<file path="src/rtl/multicycle_controller.sv">
// Main control FSM of the multi-cycle RV32I core.
// Sequences memory, ALU, register file and PC.
//
// Ports:
//   clk, rst      clock, sync active-high reset
//   op            instr[6:0] from the IR
//   funct3        instr[14:12]
//   funct7b5      instr[30]
//   EQ            ALU equality flag
//   mem_ready     memory finishes access now
//   mem_req       memory request, held to ready
//   MemWrite      request is a store
//   AdrSrc        0: PC, 1: ALUOut address
//   IRWrite       load IR and OldPC
//   PCWrite       PC <= PC-next result
//   RegWrite      register file write enable
//   ALUSrcA       00 PC, 01 OldPC, 10 RD1
//   ALUSrcB       00 RD2, 01 Imm, 10 const 4
//   ResultSrc     00 ALUOut, 01 MDR, 10 ALU
//   ImmSrc        00 I, 01 S, 10 B, 11 J
//   ALUctrl       000 add 001 sub 010 and
//                 011 or 101 slt
//   halted        sticky illegal-instr flag
//   instret       retired instruction count
module multicycle_controller #(
  parameter int CNT_WIDTH = 32
) (
  input  logic                 clk,
  input  logic                 rst,
  input  logic [6:0]           op,
  input  logic [2:0]           funct3,
  input  logic                 funct7b5,
  input  logic                 EQ,
  input  logic                 mem_ready,
  output logic                 mem_req,
  output logic                 MemWrite,
  output logic                 AdrSrc,
  output logic                 IRWrite,
  output logic                 PCWrite,
  output logic                 RegWrite,
  output logic [1:0]           ALUSrcA,
  output logic [1:0]           ALUSrcB,
  output logic [1:0]           ResultSrc,
  output logic [1:0]           ImmSrc,
  output logic [2:0]           ALUctrl,
  output logic                 halted,
  output logic [CNT_WIDTH-1:0] instret
);

  localparam logic [6:0] OP_LOAD  = 7'b0000011;
  localparam logic [6:0] OP_STORE = 7'b0100011;
  localparam logic [6:0] OP_R     = 7'b0110011;
  localparam logic [6:0] OP_I     = 7'b0010011;
  localparam logic [6:0] OP_BR    = 7'b1100011;
  localparam logic [6:0] OP_JAL   = 7'b1101111;

  localparam logic [2:0] A_ADD = 3'b000;
  localparam logic [2:0] A_SUB = 3'b001;
  localparam logic [2:0] A_AND = 3'b010;
  localparam logic [2:0] A_OR  = 3'b011;
  localparam logic [2:0] A_SLT = 3'b101;

  typedef enum logic [3:0] {
    S_FETCH,
    S_DECODE,
    S_MEMADR,
    S_MEMREAD,
    S_MEMWB,
    S_MEMWRITE,
    S_EXECR,
    S_EXECI,
    S_ALUWB,
    S_BRANCH,
    S_JAL,
    S_HALT
  } state_t;

  state_t               state_q, state_d;
  logic                 halted_q, halted_d;
  logic [CNT_WIDTH-1:0] instret_q, instret_d;
  logic                 retire;

  logic                 f3_alu_ok;
  logic                 f3_br_ok;
  logic                 taken;
  logic [2:0]           alu_r;
  logic [2:0]           alu_i;

  // ALU op shared by R and I forms; only
  // the R form may turn add into sub.
  function automatic logic [2:0] alu_of(
    input logic [2:0] f3,
    input logic       sub
  );
    logic [2:0] r;
    r = A_ADD;
    case (f3)
      3'b000:  r = sub ? A_SUB : A_ADD;
      3'b111:  r = A_AND;
      3'b110:  r = A_OR;
      3'b010:  r = A_SLT;
      default: r = A_ADD;
    endcase
    return r;
  endfunction

  always_comb begin
    f3_alu_ok = (funct3 == 3'b000) ||
                (funct3 == 3'b111) ||
                (funct3 == 3'b110) ||
                (funct3 == 3'b010);
    f3_br_ok  = (funct3 == 3'b000) ||
                (funct3 == 3'b001);
    taken     = ((funct3 == 3'b000) && EQ) ||
                ((funct3 == 3'b001) && !EQ);
    alu_r     = alu_of(funct3, funct7b5);
    alu_i     = alu_of(funct3, 1'b0);
  end

  // Next state and retirement
  always_comb begin
    state_d = state_q;
    retire  = 1'b0;
    unique case (state_q)
      S_FETCH:
        if (mem_ready) state_d = S_DECODE;
      S_DECODE:
        unique case (op)
          OP_LOAD, OP_STORE: state_d = S_MEMADR;
          OP_R:              state_d = S_EXECR;
          OP_I:              state_d = S_EXECI;
          OP_BR:             state_d = S_BRANCH;
          OP_JAL:            state_d = S_JAL;
          default:           state_d = S_HALT;
        endcase
      S_MEMADR:
        state_d = (op == OP_LOAD) ? S_MEMREAD
                                  : S_MEMWRITE;
      S_MEMREAD:
        if (mem_ready) state_d = S_MEMWB;
      S_MEMWB: begin
        retire  = 1'b1;
        state_d = S_FETCH;
      end
      S_MEMWRITE:
        if (mem_ready) begin
          retire  = 1'b1;
          state_d = S_FETCH;
        end
      S_EXECR, S_EXECI:
        state_d = f3_alu_ok ? S_ALUWB : S_HALT;
      S_ALUWB: begin
        retire  = 1'b1;
        state_d = S_FETCH;
      end
      S_BRANCH:
        if (f3_br_ok) begin
          retire  = 1'b1;
          state_d = S_FETCH;
        end else begin
          state_d = S_HALT;
        end
      // JAL retires once, in ALUWB
      S_JAL:
        state_d = S_ALUWB;
      S_HALT:
        state_d = S_HALT;
      default:
        state_d = S_HALT;
    endcase
    halted_d  = halted_q || (state_d == S_HALT);
    instret_d = instret_q +
                {{(CNT_WIDTH-1){1'b0}}, retire};
  end

  always_ff @(posedge clk) begin
    if (rst) begin
      state_q   <= S_FETCH;
      halted_q  <= 1'b0;
      instret_q <= '0;
    end else begin
      state_q   <= state_d;
      halted_q  <= halted_d;
      instret_q <= instret_d;
    end
  end

  logic       req_c, mw_c, adr_c;
  logic       irw_c, pcw_c, rgw_c;
  logic [1:0] sa_c, sb_c, rs_c, imm_c;
  logic [2:0] alu_c;

  // Moore decode; only the enables look at
  // the handshake and branch flag.
  always_comb begin
    req_c = 1'b0;
    mw_c  = 1'b0;
    adr_c = 1'b0;
    irw_c = 1'b0;
    pcw_c = 1'b0;
    rgw_c = 1'b0;
    sa_c  = 2'b00;
    sb_c  = 2'b00;
    rs_c  = 2'b00;
    imm_c = 2'b00;
    alu_c = A_ADD;
    unique case (state_q)
      S_FETCH: begin
        req_c = 1'b1;
        sb_c  = 2'b10;
        rs_c  = 2'b10;
        irw_c = mem_ready;
        pcw_c = mem_ready;
      end
      S_DECODE: begin
        sa_c  = 2'b01;
        sb_c  = 2'b01;
        // jal needs its J-immediate target here
        imm_c = (op == OP_JAL) ? 2'b11 : 2'b10;
      end
      S_MEMADR: begin
        sa_c  = 2'b10;
        sb_c  = 2'b01;
        imm_c = (op == OP_STORE) ? 2'b01
                                 : 2'b00;
      end
      S_MEMREAD: begin
        req_c = 1'b1;
        adr_c = 1'b1;
      end
      S_MEMWB: begin
        rs_c  = 2'b01;
        rgw_c = 1'b1;
      end
      S_MEMWRITE: begin
        req_c = 1'b1;
        mw_c  = 1'b1;
        adr_c = 1'b1;
        imm_c = 2'b01;
      end
      S_EXECR: begin
        sa_c  = 2'b10;
        alu_c = alu_r;
      end
      S_EXECI: begin
        sa_c  = 2'b10;
        sb_c  = 2'b01;
        alu_c = alu_i;
      end
      S_ALUWB: begin
        rgw_c = 1'b1;
      end
      S_BRANCH: begin
        sa_c  = 2'b10;
        imm_c = 2'b10;
        alu_c = A_SUB;
        pcw_c = taken;
      end
      S_JAL: begin
        sa_c  = 2'b01;
        sb_c  = 2'b10;
        imm_c = 2'b11;
        pcw_c = 1'b1;
      end
      S_HALT: begin
      end
      default: begin
      end
    endcase
  end

  // No architectural write while in reset
  assign mem_req   = req_c;
  assign MemWrite  = mw_c  & ~rst;
  assign IRWrite   = irw_c & ~rst;
  assign PCWrite   = pcw_c & ~rst;
  assign RegWrite  = rgw_c & ~rst;
  assign AdrSrc    = adr_c;
  assign ALUSrcA   = sa_c;
  assign ALUSrcB   = sb_c;
  assign ResultSrc = rs_c;
  assign ImmSrc    = imm_c;
  assign ALUctrl   = alu_c;
  assign halted    = halted_q;
  assign instret   = instret_q;

endmodule

</file>
<file path="config.mk">
export PLATFORM = sky130hd
export DESIGN_NAME = multicycle_controller
export DESIGN_NICKNAME = d
export VERILOG_FILES = /design/src/rtl/multicycle_controller.sv
export SDC_FILE = /design/constraint.sdc
export NUM_CORES = 1
export LEC_CHECK = 0
export BUFFER_PORTS_ARGS = -buffer_cell sky130_fd_sc_hd__buf_2
export CORE_MARGIN = 2
export CORE_UTILIZATION = 50
export CTS_BUF_LIST = sky130_fd_sc_hd__clkbuf_2 sky130_fd_sc_hd__clkbuf_4 sky130_fd_sc_hd__clkbuf_8
export CTS_CLUSTER_SIZE = 25
export DETAILED_ROUTE_END_ITERATION = 7
export PLACE_DENSITY = 0.78
export SLEW_MARGIN = 20
export SYNTH_ARGS = -nofsm -noshare
export SYNTH_HDL_FRONTEND = slang
export SYNTH_SLANG_ARGS = --single-unit
export TNS_END_PERCENT = 10
</file>
<file path="constraint.sdc">
create_clock -name clk -period 3.5 [get_ports clk]
set_input_delay 0.175 -clock clk [delete_from_list [all_inputs] [get_ports clk]]
set_output_delay 0.175 -clock clk [all_outputs]
set_load 0.005 [all_outputs]
</file>
Word level (Yosys, flattened, before mapping)
Cells that the tools add are included.

Add/subtract/negate cells: 1. Multiply operators: 0. Div/mod/pow operators: 0. Magnitude comparators: 0. Eq/ne operators: 21. Shifts and indexed selects: 0. Muxes and demuxes: 27. Bitwise operators: 5. Reduce and logical (&&, ||, !) cells: 20.

Operator list (count): $pmux 4 s9 (1); $add 32x1->32 (1); $pmux 4 s5 (1); $pmux 3 s3 (2); $eq 4x3->1 const B (4); $eq 4x4->1 const B (4); $mux 4 (4); $eq 7x6->1 const B (2); $eq 7x7->1 const B (2); $pmux 2 s2 (3); $pmux 3 s4 (1); $reduce_or 2->1 (6); $mux 1 (10); $pmux 2 s5 (1); $eq 4x2->1 const B (2); $eq 7x2->1 const B (1); $eq 7x5->1 const B (1); $eq 3x3->1 const B (2); $logic_or 1x1->1 (6); $pmux 1 s3 (2); $reduce_or 3->1 (2); $and 1x1->1 (4); $eq 4x1->1 const B (1); $logic_not 4->1 (1); 9 further kinds (10).

Bits in registers: 37. Latch bits: 0. Bits in writable memories: 0. Memory bits (read-only): 0. Input port bits: 15. Word-level logic and storage cells: 77. Memories: 0.

Depth between registers and ports, before layout
Depth after elaboration: 8. Depth in mapped cells: 14. Mapped depth without buffers: 12.

Least setup slack after synthesis
Ideal clock, no wire load.

Path type: register to register. From: reg state_q[3]. To: reg instret_q[28] (netlist: instret[28]). Data arrival time: 2.721 ns. Data required time: 3.429 ns. Path slack: 0.709 ns. Stages on the path, launching flop included: 14. Clock period less this slack: 2.791 ns. Cell sequence: dfxtp_1 clkbuf_1 buf_1 nand2_1 nor2_1 a21oi_1 nor2_1 ha_1 ha_1 inv_1 nor4_4 nand2_1 or3_1 a21oi_1.

Cells in the longest elaborated chain, start to end: 4. Elaborated cells between the ends (all ways): 7.

Ends and longest elaborated chain: start: declaration (line 78) `state_t state_q, state_d;`; start signal: assignment (line 182) `state_q <= state_d;`; $eq 4x3->1 or $eq 4x4->1 (tied branches) (line 124) `unique case (state_q)`; $reduce_or 2->1 (no source line); $pmux 1 s3 (*) (line 124); $add 32x1->32 (*) (line 172) `instret_d = instret_q +`; end signal: assignment (line 184) `instret_q <= instret_d;`; end: declaration (line 80) `logic [CNT_WIDTH-1:0] instret_q, instret_d;`.

Mark *: on every way between the ends. The rest lies on a longest branch, timed or not. A chain may end at the register's enable or synchronous reset.

Worst setup path in the final report
From: reg state_q[0]. To: reg instret_q[28] (netlist: instret[28]).

Same word-level chain as after synthesis.

==> results.cfg <==
[placed_design]
dp.cells = 364
dp.final_hpwl_mm = 3.60
gp_congestion = 0.868
io_buffer_count = 64
dpl_worst_slack_ns = 0.768

[timing]
fmax_mhz = 365
hold_violations = 0
fin_skew_ns = 0.00903
slew_viol_final = 0
rsz0062_at_grt = no
fin_ws_ns = 0.757
max_slew.worst_pin.slew_ns = 0.659
finalCriticalPeriod_ns = 2.74
fin_crit_sh_pct = 78.4
setup_viol = 0
tns_ns = 0
holdWs_ns = 0.215
max_slew_margin_pct = 55.8

[floorplanning]
die_x_microns = 68.6
die_h_microns = 68.6
initial_core_util_pct = 52.1
num_rows = 23
ioPinCount = 65
core_region_area_sq_mm = 0.00400
dieArea_sq_mm = 0.00470

[synth]
synth_most_common_cell = nor2_1
yosys_warnings = 0
synth_area_sq_mm = 0.00208
syn_inst = 263
avgSynthCellArea_sq_um = 7.93
syn_nets = 280
synth_edf_count = 0
ys_types = 41
async_flop_share_pct = 0
synth_top_area_share_pct = 35.5
yosysSeqAreaShare_pct = 35.5
synthTopCellsByCount = nor2_1, dfxtp_1, xor2_1
ys_ff_latch = 37
yosysTopAreaCell = dfxtp_1
ys_dominant_reg_cell = dfxtp_1
synthTopCellsByArea = dfxtp_1, xor2_1, nor2_1

[power_and_ir_drop]
p_total_mw = 1.26
irDropWorstVdd_uv = 308
cellLeakagePower_nw = 1.14
p_per_area_mw_per_mm2 = 502

[setup_path]
slowest_stage = nor4_4
end_kind = register
path_buf_inv = 1
path_max_fanout = 18
crit_family = simple AND/OR/NAND/NOR gates
arrival_ns = 2.98
start_kind = register
critical_path_required_ns = 3.73
cp_slowest_stage_delay_ns = 0.54
worstPathCellList = o21ai_0 > nand2_1 > nor2_1 > a21oi_1 > nor2_1 > ha_1 > ha_1 > inv_1 > nor4_4 > nand2_1 > or3_1 > a21oi_1
criticalPathCategory = register to register

[clock_tree]
clock_sinks = 37
cts_buffer_depth = 2
clk-insertion-delay-late_ns = 0.29
post_cts_buffers = 0
cts.hold.buffers_added = 0
clkSlewWorstSetupHoldPaths_ns = 0.08
cts-root-buf = clkbuf_8
cts_buffers = 5
cts-htree-levels = 2
cts_tree = built
ctsResizeCount = 0

[global_routing]
grt_first_pass_wirelength_mm = 7.87
antenna_found_initial = 0
grt_max_degree = 26
grt_pass1_vias = 1812
track_usage_pct = 21.9
grt_remaining_overflow = 0

[drt]
routedWlPerCell_microns = 13.2
vias = 2034
drt_iter0_markers = 44
postRouteAntennaNets = 0
drc = 0
vias_per_cell = 5.47
drt-total-wl_mm = 4.93
first_pass_iters = 5

[run]
max_cap_viol_count = 0

[outcome]
outcome = finished, final reports clean

[final_layout]
stdcell_count = 372
layout-drive-gt1-share_pct = 25.5
nNetsFinal = 338
num_antenna_cells = 0
area_delta_synth_final_pct = 20.6

[min_path]
hp-class = input pin to register
==> metal layers <==
layer / part of all wire, % / wire [microns] / track usage (%)
met1: 47 / 2330 / 30.4
met3: 5.1 / 252 / 3.41
met4: 1.5 / 76 / 9.25
met5: 0 / 0 / 0
met2: 46 / 2270 / 33.5
==> worst paths after layout <==
kind,from,to,slack (ns),cells after the start
worst max register to register,state_q[0],instret[28],0.76,12
worst min-delay path,op[4],state_q[2],0.21,3
worst min register to register,instret[28],instret[28],0.51,2
worst max-delay path,state_q[0],instret[28],0.76,12
==> layout by cell type (no fill, tap or decap), types with 9 or more instances in the layout <==
cell and n:
a21oi_1 9, buf_2 64, dfxtp_1 37, nand2_1 18
nand3_1 14, nand4_1 10, nor2_1 42, nor2b_1 13
o21ai_0 12, xor2_1 22
==> per-stage QoR <==
step                      utilization (%)  area (sq um)
after global routing                 62.8          2510
after detailed placement             60.7          2430
final                                62.8          2510
after floorplan                         -          2080
after global placement               60.7          2430
after CTS                            62.8          2510
==> final cells by class <==
cell class                 instances  area, sq um
fill                             348         1490
multi-input combinational        207         1270
sequential                        37          741
timing repair buffer              67          343
clock buffer                       6         76.3
tap                               50         62.6
inverter                           3         11.3
clock inverter                     2         10.0
==> worst register-to-register path, cell delays in order, from the launching register on <==
cell	delay (ns)
dfxtp_1	0.47
o21ai_0	0.14
nand2_1	0.07
nor2_1	0.10
a21oi_1	0.05
nor2_1	0.11
ha_1	0.21
ha_1	0.22
inv_1	0.10
nor4_4	0.54
nand2_1	0.18
or3_1	0.37
a21oi_1	0.14
==> cell families after synthesis <==
group,after synthesis,share of synthesized area (%)
AO/OA/AOI/OAI,34,10.1
XOR/XNOR,30,12.6
adder cells (fa/ha/maj),2,1.20
buffers and inverters,19,3.54
flip-flops,37,35.5
multiplexers,1,0.480
AND/OR/NAND/NOR,140,36.5
==> registers in the layout, indices dropped and copies added (netlist names) <==
| name | cells |
|---|---|
| halted | 1 |
| instret | 32 |
| state_q | 4 |
==> power by group <==
group          switching, mW  internal [mW]  total, mW  leakage (nW)
Clock                  0.147          0.146      0.293        0.0484
Sequential            0.0650          0.448      0.513         0.299
Combinational          0.237          0.219      0.456         0.794
Total                  0.449          0.812       1.26          1.14
Note: power is estimated with default switching activity, not from simulation.
